## src/rtl/mem_io_pkg.sv

```systemverilog
// mem_io_pkg: shared IO register map, status bit positions and region select for mem_io_bridge.
package mem_io_pkg;
  localparam logic [17:0] IO_RXTX_A = 18'h30000;
  localparam logic [17:0] IO_STAT_A = 18'h30004;
  localparam logic [17:0] IO_CNT_A = 18'h30008;
  localparam logic [1:0] IO_SEL = 2'b11;
  localparam int STAT_RXNE = 0;
  localparam int STAT_TXFULL = 1;
  localparam int STAT_RXOVF = 2;
  localparam int STAT_TXOVF = 3;
endpackage

```

## src/rtl/byte_fifo.sv

```systemverilog
// byte_fifo: power-of-2 byte FIFO; pushes are judged against full before the edge, pops against empty.
module byte_fifo #(
  parameter int DEPTH = 16
) (
  input  logic       clk,
  input  logic       rst,
  input  logic       push,
  input  logic       pop,
  input  logic [7:0] din,
  output logic [7:0] dout,
  output logic       full,
  output logic       empty
);
  localparam int AW = $clog2(DEPTH);
  logic [AW:0] wp, rp;
  logic [7:0] mem [DEPTH];
  assign empty = wp == rp;
  assign full = (wp[AW] != rp[AW]) && (wp[AW-1:0] == rp[AW-1:0]);
  // storage is not reset, so mask the head while empty to present 0x00
  assign dout = empty ? 8'h00 : mem[rp[AW-1:0]];
  always_ff @(posedge clk or posedge rst)
    if (rst) begin
      wp <= '0;
      rp <= '0;
    end else begin
      if (push && !full) wp <= wp + 1'b1;
      if (pop && !empty) rp <= rp + 1'b1;
    end
  always_ff @(posedge clk)
    if (push && !full) mem[wp[AW-1:0]] <= din;
endmodule

```

## src/rtl/mem_io_bridge.sv

```systemverilog
// mem_io_bridge: decodes CPU byte accesses to sync RAM or IO (TX/RX FIFOs, status), 1-cycle read return.
// Define MEM_IO_BRIDGE_CYCLE_CNT_EN to add a 32-bit cycle counter at 0x30008..0x3000B.
module mem_io_bridge
  import mem_io_pkg::*;
#(
  parameter int RAM_AW = 17,
  parameter int TX_DEPTH = 16,
  parameter int RX_DEPTH = 16
) (
  input  logic              clk,
  input  logic              rst,
  input  logic [31:0]       cpu_a,
  input  logic              cpu_wr,
  input  logic [7:0]        cpu_wn,
  output logic [7:0]        cpu_rn,
  output logic [RAM_AW-1:0] ram_a,
  output logic              ram_wr,
  output logic [7:0]        ram_wn,
  input  logic [7:0]        ram_rn,
  output logic [7:0]        tx_data,
  output logic              tx_valid,
  input  logic              tx_ready,
  input  logic [7:0]        rx_data,
  input  logic              rx_valid
);
  logic io_sel, hit_rxtx, hit_stat, first, tx_push, rx_pop, stat_rd;
  logic tx_full, tx_empty, rx_full, rx_empty, tx_ovf, rx_ovf, sel_q, prev_v, prev_wr;
  logic [31:0] prev_a;
  logic [7:0] io_rd, io_rd_q, rx_head, stat, cnt_rd;
  assign io_sel = cpu_a[17:16] == IO_SEL;
  assign hit_rxtx = io_sel && cpu_a[17:0] == IO_RXTX_A;
  assign hit_stat = io_sel && cpu_a[17:0] == IO_STAT_A;
  assign first = !cpu_wr && (!prev_v || prev_wr || prev_a != cpu_a);
  assign tx_push = hit_rxtx && cpu_wr;
  assign rx_pop = hit_rxtx && first;
  assign stat_rd = hit_stat && first;
  assign ram_a = cpu_a[RAM_AW-1:0];
  assign ram_wn = cpu_wn;
  assign ram_wr = cpu_wr && !io_sel;
  assign cpu_rn = sel_q ? io_rd_q : ram_rn;
  assign tx_valid = !tx_empty;
  always_comb begin
    stat = 8'h00;
    stat[STAT_RXNE] = !rx_empty;
    stat[STAT_TXFULL] = tx_full;
    stat[STAT_RXOVF] = rx_ovf;
    stat[STAT_TXOVF] = tx_ovf;
  end
  // a held RXTX read keeps returning the byte popped on its first cycle
  assign io_rd = hit_rxtx ? (first ? rx_head : io_rd_q) : hit_stat ? stat : cnt_rd;
`ifdef MEM_IO_BRIDGE_CYCLE_CNT_EN
  logic [31:0] cnt, shadow;
  logic hit_cnt;
  assign hit_cnt = io_sel && cpu_a[17:2] == IO_CNT_A[17:2];
  // byte 0 is read live in the same cycle the shadow snapshots, so all 4 bytes agree
  assign cnt_rd = !hit_cnt ? 8'h00 : cpu_a[1:0] == 2'd0 ? cnt[7:0] : shadow[8*cpu_a[1:0] +: 8];
  always_ff @(posedge clk or posedge rst)
    if (rst) begin
      cnt <= '0;
      shadow <= '0;
    end else begin
      cnt <= cnt + 1'b1;
      if (hit_cnt && cpu_a[1:0] == 2'd0 && first) shadow <= cnt;
    end
`else
  assign cnt_rd = 8'h00;
`endif
  always_ff @(posedge clk or posedge rst)
    if (rst) begin
      sel_q <= 1'b0;
      io_rd_q <= 8'h00;
      prev_v <= 1'b0;
      prev_wr <= 1'b0;
      prev_a <= '0;
      tx_ovf <= 1'b0;
      rx_ovf <= 1'b0;
    end else begin
      sel_q <= io_sel;
      io_rd_q <= io_rd;
      prev_v <= 1'b1;
      prev_wr <= cpu_wr;
      prev_a <= cpu_a;
      tx_ovf <= (tx_push && tx_full) || (tx_ovf && !stat_rd);
      rx_ovf <= (rx_valid && rx_full) || (rx_ovf && !stat_rd);
    end
  byte_fifo #(.DEPTH(TX_DEPTH)) u_tx (
    .clk(clk), .rst(rst), .push(tx_push), .pop(tx_valid && tx_ready),
    .din(cpu_wn), .dout(tx_data), .full(tx_full), .empty(tx_empty)
  );
  byte_fifo #(.DEPTH(RX_DEPTH)) u_rx (
    .clk(clk), .rst(rst), .push(rx_valid), .pop(rx_pop),
    .din(rx_data), .dout(rx_head), .full(rx_full), .empty(rx_empty)
  );
endmodule

```

## config.mk

```make
export PLATFORM = sky130hd
export DESIGN_NAME = mem_io_bridge
export DESIGN_NICKNAME = d
export VERILOG_FILES = /design/src/rtl/mem_io_pkg.sv /design/src/rtl/byte_fifo.sv /design/src/rtl/mem_io_bridge.sv
export SDC_FILE = /design/constraint.sdc
export NUM_CORES = 1
export LEC_CHECK = 0
export ABC_AREA = 1
export CORE_ASPECT_RATIO = 1.1
export CORE_MARGIN = 2
export CORE_UTILIZATION = 45
export DETAILED_ROUTE_END_ITERATION = 12
export GPL_ROUTABILITY_DRIVEN = 1
export PLACE_DENSITY_LB_ADDON = 0.1
export SETUP_SLACK_MARGIN = 0.1
export SYNTH_ARGS = -nofsm -noshare
export SYNTH_HDL_FRONTEND = slang
export SYNTH_SLANG_ARGS = --single-unit
```

## constraint.sdc

```tcl
create_clock -name clk -period 1.99 [get_ports clk]
set_clock_uncertainty 0.15 [all_clocks]
set_input_delay 0.199 -clock clk [delete_from_list [all_inputs] [get_ports clk]]
set_output_delay 0.199 -clock clk [all_outputs]
set_load 0.05 [all_outputs]
```

Word-level counts from Yosys, hierarchy flattened
Memory sizes are Yosys's and may differ from the RTL's.
Cells that the tools add are included.
Widths: inputs -> output; s select.
Storage, ports and cells
  bits in registers: 65
  bits in writable memories: 256
  output and inout bits: 43
  memories kept: 2
Operators by class
  add/subtract/negate cells: 4
  equal/unequal tests: 11
  mux-type cells: 10
  reduce and logical (&&, ||, !) cells: 30
Memories
  u_rx.mem: depth 16, width 8, read ports 1, clocked after Yosys merged registers in 0, write ports 1, RTL line byte_fifo.sv:16  | logic [7:0] mem [DEPTH];
  u_tx.mem: depth 16, width 8, read ports 1, clocked after Yosys merged registers in 0, write ports 1, RTL line byte_fifo.sv:16
Operators with widths (count)
  $mux 8: 5
  $eq 18x18->1 const B: 2
  $ne 32x32->1: 1
  $add 5x1->5 const B: 4
  $logic_and 1x1->1: 18
  $eq 5x5->1: 2
  $eq 4x4->1: 2
  $logic_not 1->1: 8
  $logic_or 1x1->1: 4
  $mux 1: 4
  $mux 4: 1
  $eq 2x2->1 const B: 1
  $ne 1x1->1: 2
  $ne 2x2->1 const B: 1

Longest topological paths before layout
Gate-level depths: netlist of the first run.
  depth after elaboration: 8
  mapped depth: 14
  mapped depth without buffers: 14

Modules after synthesis
A second synthesis of the first run with hierarchy kept.
Second synthesis, totals
  cells, all modules: 1569
  area, all modules: 14863.0 µm²
By module, submodules not included
  byte_fifo: times used 2, cells each 646, area an instance 6264.8 µm²
  mem_io_bridge: times used 1, cells each 277, area an instance 2333.5 µm²

Worst setup path after synthesis of the first run
OpenSTA, ideal clock, no wires.
  kind: register to output
  from: register u_tx.rp[0]
  to: output port tx_data[0]
  arrival: 2135 ps
  data required time: 1641 ps
  slack: -494 ps
  stages on the path, launching flop included: 9
  path buffers: 3
  cells stage by stage: dfrtp_1 buf_2 inv_2 buf_2 buf_2 nor2_1 o32ai_1 nand2_1 a31oi_1
On the way
  longest elaborated chain between the ends: 2
Ends and longest elaborated chain
  start: declaration: RTL line byte_fifo.sv:15  | logic [AW:0] wp, rp;
  start signal: assignment: RTL line byte_fifo.sv:27  | if (pop && !empty) rp <= rp + 1'b1;
  $mem_v2 16x8 / $eq 5x5->1 (equally long branches)
  $mux 8 *: RTL line byte_fifo.sv:20  | assign dout = empty ? 8'h00 : mem[rp[AW-1:0]];
  end: declaration: RTL line mem_io_bridge.sv:20  | output logic [7:0] tx_data,
Mark *: on every way between the ends. The rest lies on a longest branch, timed or not.

Final worst setup path of the first run
  from: register u_tx.rp[1]
  to: output port tx_data[5]
Same word-level chain as after synthesis.

==> results_dict.tcl, run 1 <==
set metrics [dict create \
    grt_use_met3_pct 3.30 \
    tightest_slew_ns 0.670 \
    ys_top_cells_by_area "edfxtp_1 57%, dfrtp_1 12%, nor2_1 6.1%, o21ai_0 4.3%, nand2_1 4.2%" \
    die_x_um 169 \
    instances_no_fill 1837 \
    synth_area_um2 13600 \
    maxCapViolations 0 \
    ios 104 \
    root_buffer "clkbuf_16" \
    yosysMostFrequentCell "edfxtp_1" \
    antenna_found_initial 0 \
    cts_sinks 321 \
    hold_ws_ns 0.0319 \
    timing.final.max_slew_violations 0 \
    ys_seq_area_share_pct 68.7 \
    clk_pin_slew_ns 0.06 \
    yosysTopAreaCell "edfxtp_1" \
    startpoint_type "flop" \
    wl_um 36900 \
    arrival_ns 2.24 \
    antenna-diode-count 0 \
    grt_use_met2_pct 38.1 \
    dp_hpwl_um 22500 \
    clock.fmax_ghz 0.386 \
    cts_tree "built" \
    hold_viol_final 0 \
    gr-usage-met1_pct 29.2 \
    post-route-period-util_pct 130 \
    busiest_layer "met2" \
    r2r_end "u_tx.mem[1][3]" \
    async_flop_share_pct 20.2 \
    nNetsFinal 1508 \
    worstPathCellList "buf_4 > clkbuf_16 > o32ai_2 > nand2_1 > a31oi_4 > buf_12" \
    period_minus_slack_ns 2.59 \
    yosys_warnings 0 \
    crit_path_top_delay_cell "dfrtp_2" \
    irDropWorstVdd_mv 0.777 \
    coreArea_um2 29600 \
    rrSetupSlack_ns -0.15 \
    fin_area_um2 19400 \
    violations "negative setup slack" \
    layout_setup_ws_ns -0.597 \
    pwr-share-clk_pct 28.9 \
    first_global_vias 9370 \
    syn_nets 1241 \
    leakagePower_nw 7.41 \
    ys_ff_latch 321 \
    maxSlewHeadroom_pct 55.2 \
    hold_path_class "in2reg" \
    grt_usage_pct 22.1 \
    area_growth_pct 43.0 \
    p_sw_share_pct 32.1 \
    cp-end-kind "output port" \
    die_h_um 186 \
    critPathKind "reg2out" \
    worst-path-max-fanout 19 \
    comb_power_share_pct 35.7 \
    grt_pass1_wl_um 53300 \
    yosys_most_used_dff "edfxtp_1" \
    grt-ovfl-total 0 \
    drive_gt1_share_pct 30.3 \
    cts_max_level 2 \
    yosysUniqueCellTypes 33 \
    vias 9735 \
    synth_edf_count 256 \
    fin_tns_setup_ns -26.34 \
    synthTopCellsByCount "256 x edfxtp_1, 219 x nor2_1, 153 x nand2_1" \
    ant_nets 0 \
    clk_path_buf_depth 3 \
    initialDrtViolationCount 902 \
    status "complete, but fails checks" \
    synth_top_area_share_pct 56.7 \
    drt_first_pass_iters 7 \
    synth_area_per_cell_um2 11.6 \
    setup_viol 242 \
    dieArea_um2 31500 \
    whs_endpoint "prev_a[23]" \
    dp.cells 1712 \
    cp_slowest_stage_delay_ns 0.41 \
    cts-buffers-inserted 35 \
    wire_per_inst_um 20.1 \
    dpl-instance-area_um2 16500 \
    clk_latency_ns 0.53 \
    rsz0062_at_grt "yes" \
    rr_worst_depth 10 \
    port_buffers 103 \
    p_seq_share_pct 35.4 \
    p_int_mw 15.1 \
    hp-start "cpu_a[23]" \
    crit_required_ns 1.64 \
    rows 66 \
    grt_max_degree 66 \
    switching_power_mw 7.11 \
    vias_per_cell 5.30 \
    r2r_start "u_tx.rp[0]" \
    syn_inst 1170 \
    gp_congestion 0.825 \
    power.density_nw_per_um2 1140 \
    holdPathStages 1 \
    power.total_mw 22.2 \
    route.detailed.drc 0 \
    initial_core_util_pct 45.7 \
]
worst max-delay path: cells and delay by family (launching register included):
family          cells  cell delay, ns
compound gates      2            0.61
buf+inv             3            0.56
flops               1            0.41
simple gates        1            0.15
power groups by stage:
stage	Combinational, mW	Clock (mW)	Sequential, mW
after floorplan	3.49	0	7.95
after global placement	6.25	0	7.96
after detailed placement	6.26	0	7.97
after CTS	7.09	6.52	7.82
after global routing	8.34	6.81	7.88
final	7.91	6.41	7.85
area by class of cell:
class / count / area (um^2)
Fill cell: 2194 / 10300
Sequential cell: 321 / 9320
Multi-Input combinational cell: 692 / 4400
Timing Repair Buffer: 302 / 3710
Clock buffer: 44 / 951
Tap cell: 374 / 468
Inverter: 85 / 354
Clock inverter: 19 / 186
metrics by stage:
step | utilization [%] | setup WS (ns)
finish | 65.4 | -0.597
global route | 65.4 | -0.651
CTS | 61.8 | -0.587
detailed placement | 55.5 | -0.698
global placement | 55.5 | -0.610
floorplan | - | -0.0497
sequential cells by signal, summed over array words and instances (netlist names):
name	count
prev_a	32
u_rx.wp	5
u_rx.rp	5
prev_v	1
u_tx.wp	5
sel_q	1
prev_wr	1
rx_ovf	1
u_tx.rp	5
u_rx.mem	128
tx_ovf	1
io_rd_q	8
u_tx.mem	128
cells by family (layout without fill, tap and decap cells):
family	after synthesis	in the layout	synth area share [%]
and+or+nand+nor	429	429	12.7
DFF	321	321	68.7
AOI/OAI and AO/OA	202	202	8.94
buffers and inverters	157	450	5.18
xor gates and xnor gates	32	32	2.07
muxes	18	18	1.43
adders and majority gates	10	10	0.923
other	1	1	0.0277
cells in the final DEF, fill, tap and decap left out, types with 32 or more instances in the layout:
master and instances:
clkbuf_16 46, buf_4 123, buf_12 69, nor2_1 170, nor2_4 40, edfxtp_1 256, dfrtp_1 60, inv_1 68
o21ai_0 73, clkdlybuf4s50_1 58, o21ai_1 32, nand2_1 137
worst max path at each step:
stage,start,slack (ns),depth (start not counted),endpoint
after floorplan,u_tx.rp[2],-0.05,6,tx_data[0]
after global routing,u_tx.rp[0],-0.65,11,tx_data[2]
after CTS,u_tx.rp[0],-0.59,8,tx_data[5]
final,u_tx.rp[1],-0.60,6,tx_data[5]
after detailed placement,cpu_a[0],-0.70,12,u_tx.mem[1][2]
after global placement,cpu_a[17],-0.61,12,u_tx.mem[11][5]
layer usage:
metal,wire [um],vias up
li1,-,4617
met1,15100,4733
met2,18700,310
met3,1830,75
met4,1210,0
met5,0,-
timing repair:
action                                 4_1_cts  5_1_grt
setup endpoints to repair                  283      292
gates cloned                                 3       11
gates resized for setup                     99      155
endpoints found under the hold margin       16        2
setup buffers                               21       28
pin swaps                                   36       86
hold buffers                                 1        2
Note: power is estimated with default switching activity, not from simulation.
==> inputs of run 2 (changes only) <==
CORE_MARGIN = not set   (was 2)
MAX_ROUTING_LAYER = met4   (was not set)
==> results_dict.tcl, run 2 (synthesis results as in run 1) <==
set metrics [dict create \
    ant_nets 0 \
    clk_latency_ns 0.53 \
    leakagePower_nw 7.24 \
    violations "negative setup slack" \
    dp.cells 1710 \
    clock.fmax_ghz 0.383 \
    rr_worst_depth 9 \
    final_common_cell "edfxtp_1" \
    clk_pin_slew_ns 0.06 \
    post-route-period-util_pct 131 \
    grt_usage_pct 23.3 \
    cts-buffers-inserted 35 \
    grt_pass1_wl_um 53400 \
    switching_power_mw 7.00 \
    status "complete, but fails checks" \
    setup_viol 186 \
    initial_core_util_pct 45.8 \
    initialDrtViolationCount 864 \
    timing.final.max_slew_violations 0 \
    grt_max_degree 66 \
    nNetsFinal 1493 \
    coreArea_um2 29600 \
    n_fill_cell 2206 \
    period_minus_slack_ns 2.61 \
    rrSetupSlack_ns -0.12 \
    wl_um 35500 \
    die_h_um 184 \
    crit_required_ns 1.64 \
    pwr-share-clk_pct 29.4 \
    power.density_nw_per_um2 1150 \
    port_buffers 103 \
    route.detailed.drc 0 \
    root_buffer "clkbuf_16" \
    maxSlewHeadroom_pct 52.8 \
    antenna-diode-count 0 \
    worst-path-max-fanout 25 \
    crit_start "u_tx.rp[1]" \
    antenna_found_initial 0 \
    power.total_mw 22.0 \
    dieArea_um2 30800 \
    cts_tree "built" \
    r2r_end "u_tx.mem[13][7]" \
    tightest_slew_ns 0.706 \
    cts_max_level 2 \
    maxCapViolations 0 \
    first_global_vias 9608 \
    hold_viol_final 0 \
    drive_gt1_share_pct 29.8 \
    dp_hpwl_um 22500 \
    p_sw_share_pct 31.9 \
    ios 104 \
    wire_per_inst_um 19.5 \
    cp-end-kind "output port" \
    crit_path_top_delay_cell "dfrtp_2" \
    comb_power_share_pct 35.0 \
    crit_path_end "tx_data[0]" \
    critPathKind "reg2out" \
    startpoint_type "flop" \
    clk_path_buf_depth 3 \
    instances_no_fill 1822 \
    cp_slowest_stage_delay_ns 0.42 \
    dpl-instance-area_um2 16500 \
    grt-ovfl-total 0 \
    r2r_start "u_tx.rp[0]" \
    p_seq_share_pct 35.7 \
    post-place-ws_ns -0.762 \
    p_int_mw 15.0 \
    gp_congestion 0.870 \
    area_growth_pct 40.7 \
    vias_per_cell 5.29 \
    irDropWorstVdd_mv 0.805 \
    rsz0062_at_grt "yes" \
    drt_first_pass_iters 5 \
    fin_area_um2 19100 \
    die_x_um 167 \
    cts_sinks 321 \
    final_cell_mix "256 x edfxtp_1, 166 x nor2_1, 137 x nand2_1" \
    rows 66 \
    vias 9636 \
    arrival_ns 2.26 \
    worstPathCellList "buf_4 > buf_12 > nor2_1 > o21ai_0 > o21ai_1 > o211ai_1 > buf_4 > a31oi_4 > buf_12" \
    layout_setup_ws_ns -0.620 \
    hold_ws_ns 0.0376 \
    hold_path_class "in2reg" \
]
-- run 2: cell types whose count changed in the layout (fill, tap and decap cells not counted), sizes merged --
| cell | previous run | this run |
|---|---|---|
| buf | 229 | 217 |
| clkbuf | 54 | 52 |
| clkdlybuf4s50 | 58 | 57 |
| clkinv | 18 | 14 |
| clkinvlp | 4 | 6 |
| dlygate4sd2 | 0 | 3 |
| dlygate4sd3 | 3 | 4 |
| dlymetal6s2s | 2 | 0 |
-- run 2: critical path: cells and delay by family (launching register included) --
family	cells	cell delay [ns]
flops	1	0.42
compound gates	4	0.54
buf+inv	4	0.68
simple gates	1	0.11
-- run 2: power groups by stage --
stage / sequential [mW] / combinational (mW) / clock (mW)
6_report: 7.84 / 7.69 / 6.46
5_1_grt: 7.88 / 8.12 / 6.83
4_1_cts: 7.83 / 7.23 / 6.57
3_5_place_dp: 7.96 / 6.26 / 0
3_3_place_gp: 7.95 / 6.23 / 0
2_1_floorplan: 7.95 / 3.49 / 0
-- run 2: layout make-up --
| class | instances | area (um^2) | area share, % |
|---|---|---|---|
| clock inverters | 17 | 171 | 0.899 |
| inverters | 85 | 354 | 1.86 |
| multi-input cells | 692 | 4350 | 22.8 |
| repair buffers | 287 | 3430 | 18.0 |
| clock buffers | 46 | 977 | 5.13 |
| flip-flops and latches | 321 | 9320 | 48.9 |
| well taps | 374 | 468 | 2.45 |
-- run 2: stage by stage --
stage / utilization (%) / setup TNS (ns)
after floorplan: - / -3.87
after global placement: 55.7 / -106.32
after detailed placement: 55.7 / -112.59
after CTS: 62.0 / -10.69
after global routing: 64.5 / -31.38
final: 64.5 / -11.92
-- run 2: what timing repair did --
| item | CTS | global route |
|---|---|---|
| hold buffers | 4 | 0 |
| buffers inserted | 14 | 21 |
| pin swaps | 42 | 58 |
| endpoints found under the hold margin | 17 | 0 |
| setup endpoints to repair | 282 | 293 |
| gates resized for setup | 101 | 122 |
| cloned | 4 | 7 |
-- run 2: layer usage --
| metal | global-route usage [%] | vias to the layer above | wire length, um |
|---|---|---|---|
| li1 | - | 4581 | - |
| met1 | 29.2 | 4669 | 14600 |
| met2 | 39.0 | 294 | 18100 |
| met3 | 3.08 | 92 | 1600 |
| met4 | 8.29 | 0 | 1150 |
| met5 | - | - | 0 |
-- run 2: worst min path at each step --
stage	from	end	slack (ns)	cells past startpoint
final	cpu_a[23]	prev_a[23]	0.04	1
after global routing	cpu_a[18]	prev_a[18]	0.03	1
after CTS	cpu_a[23]	prev_a[23]	0.02	1
after detailed placement	io_rd_q[0]	io_rd_q[0]	0.32	2
after global placement	io_rd_q[0]	io_rd_q[0]	0.32	2
after floorplan	cpu_a[0]	prev_a[0]	0.08	0
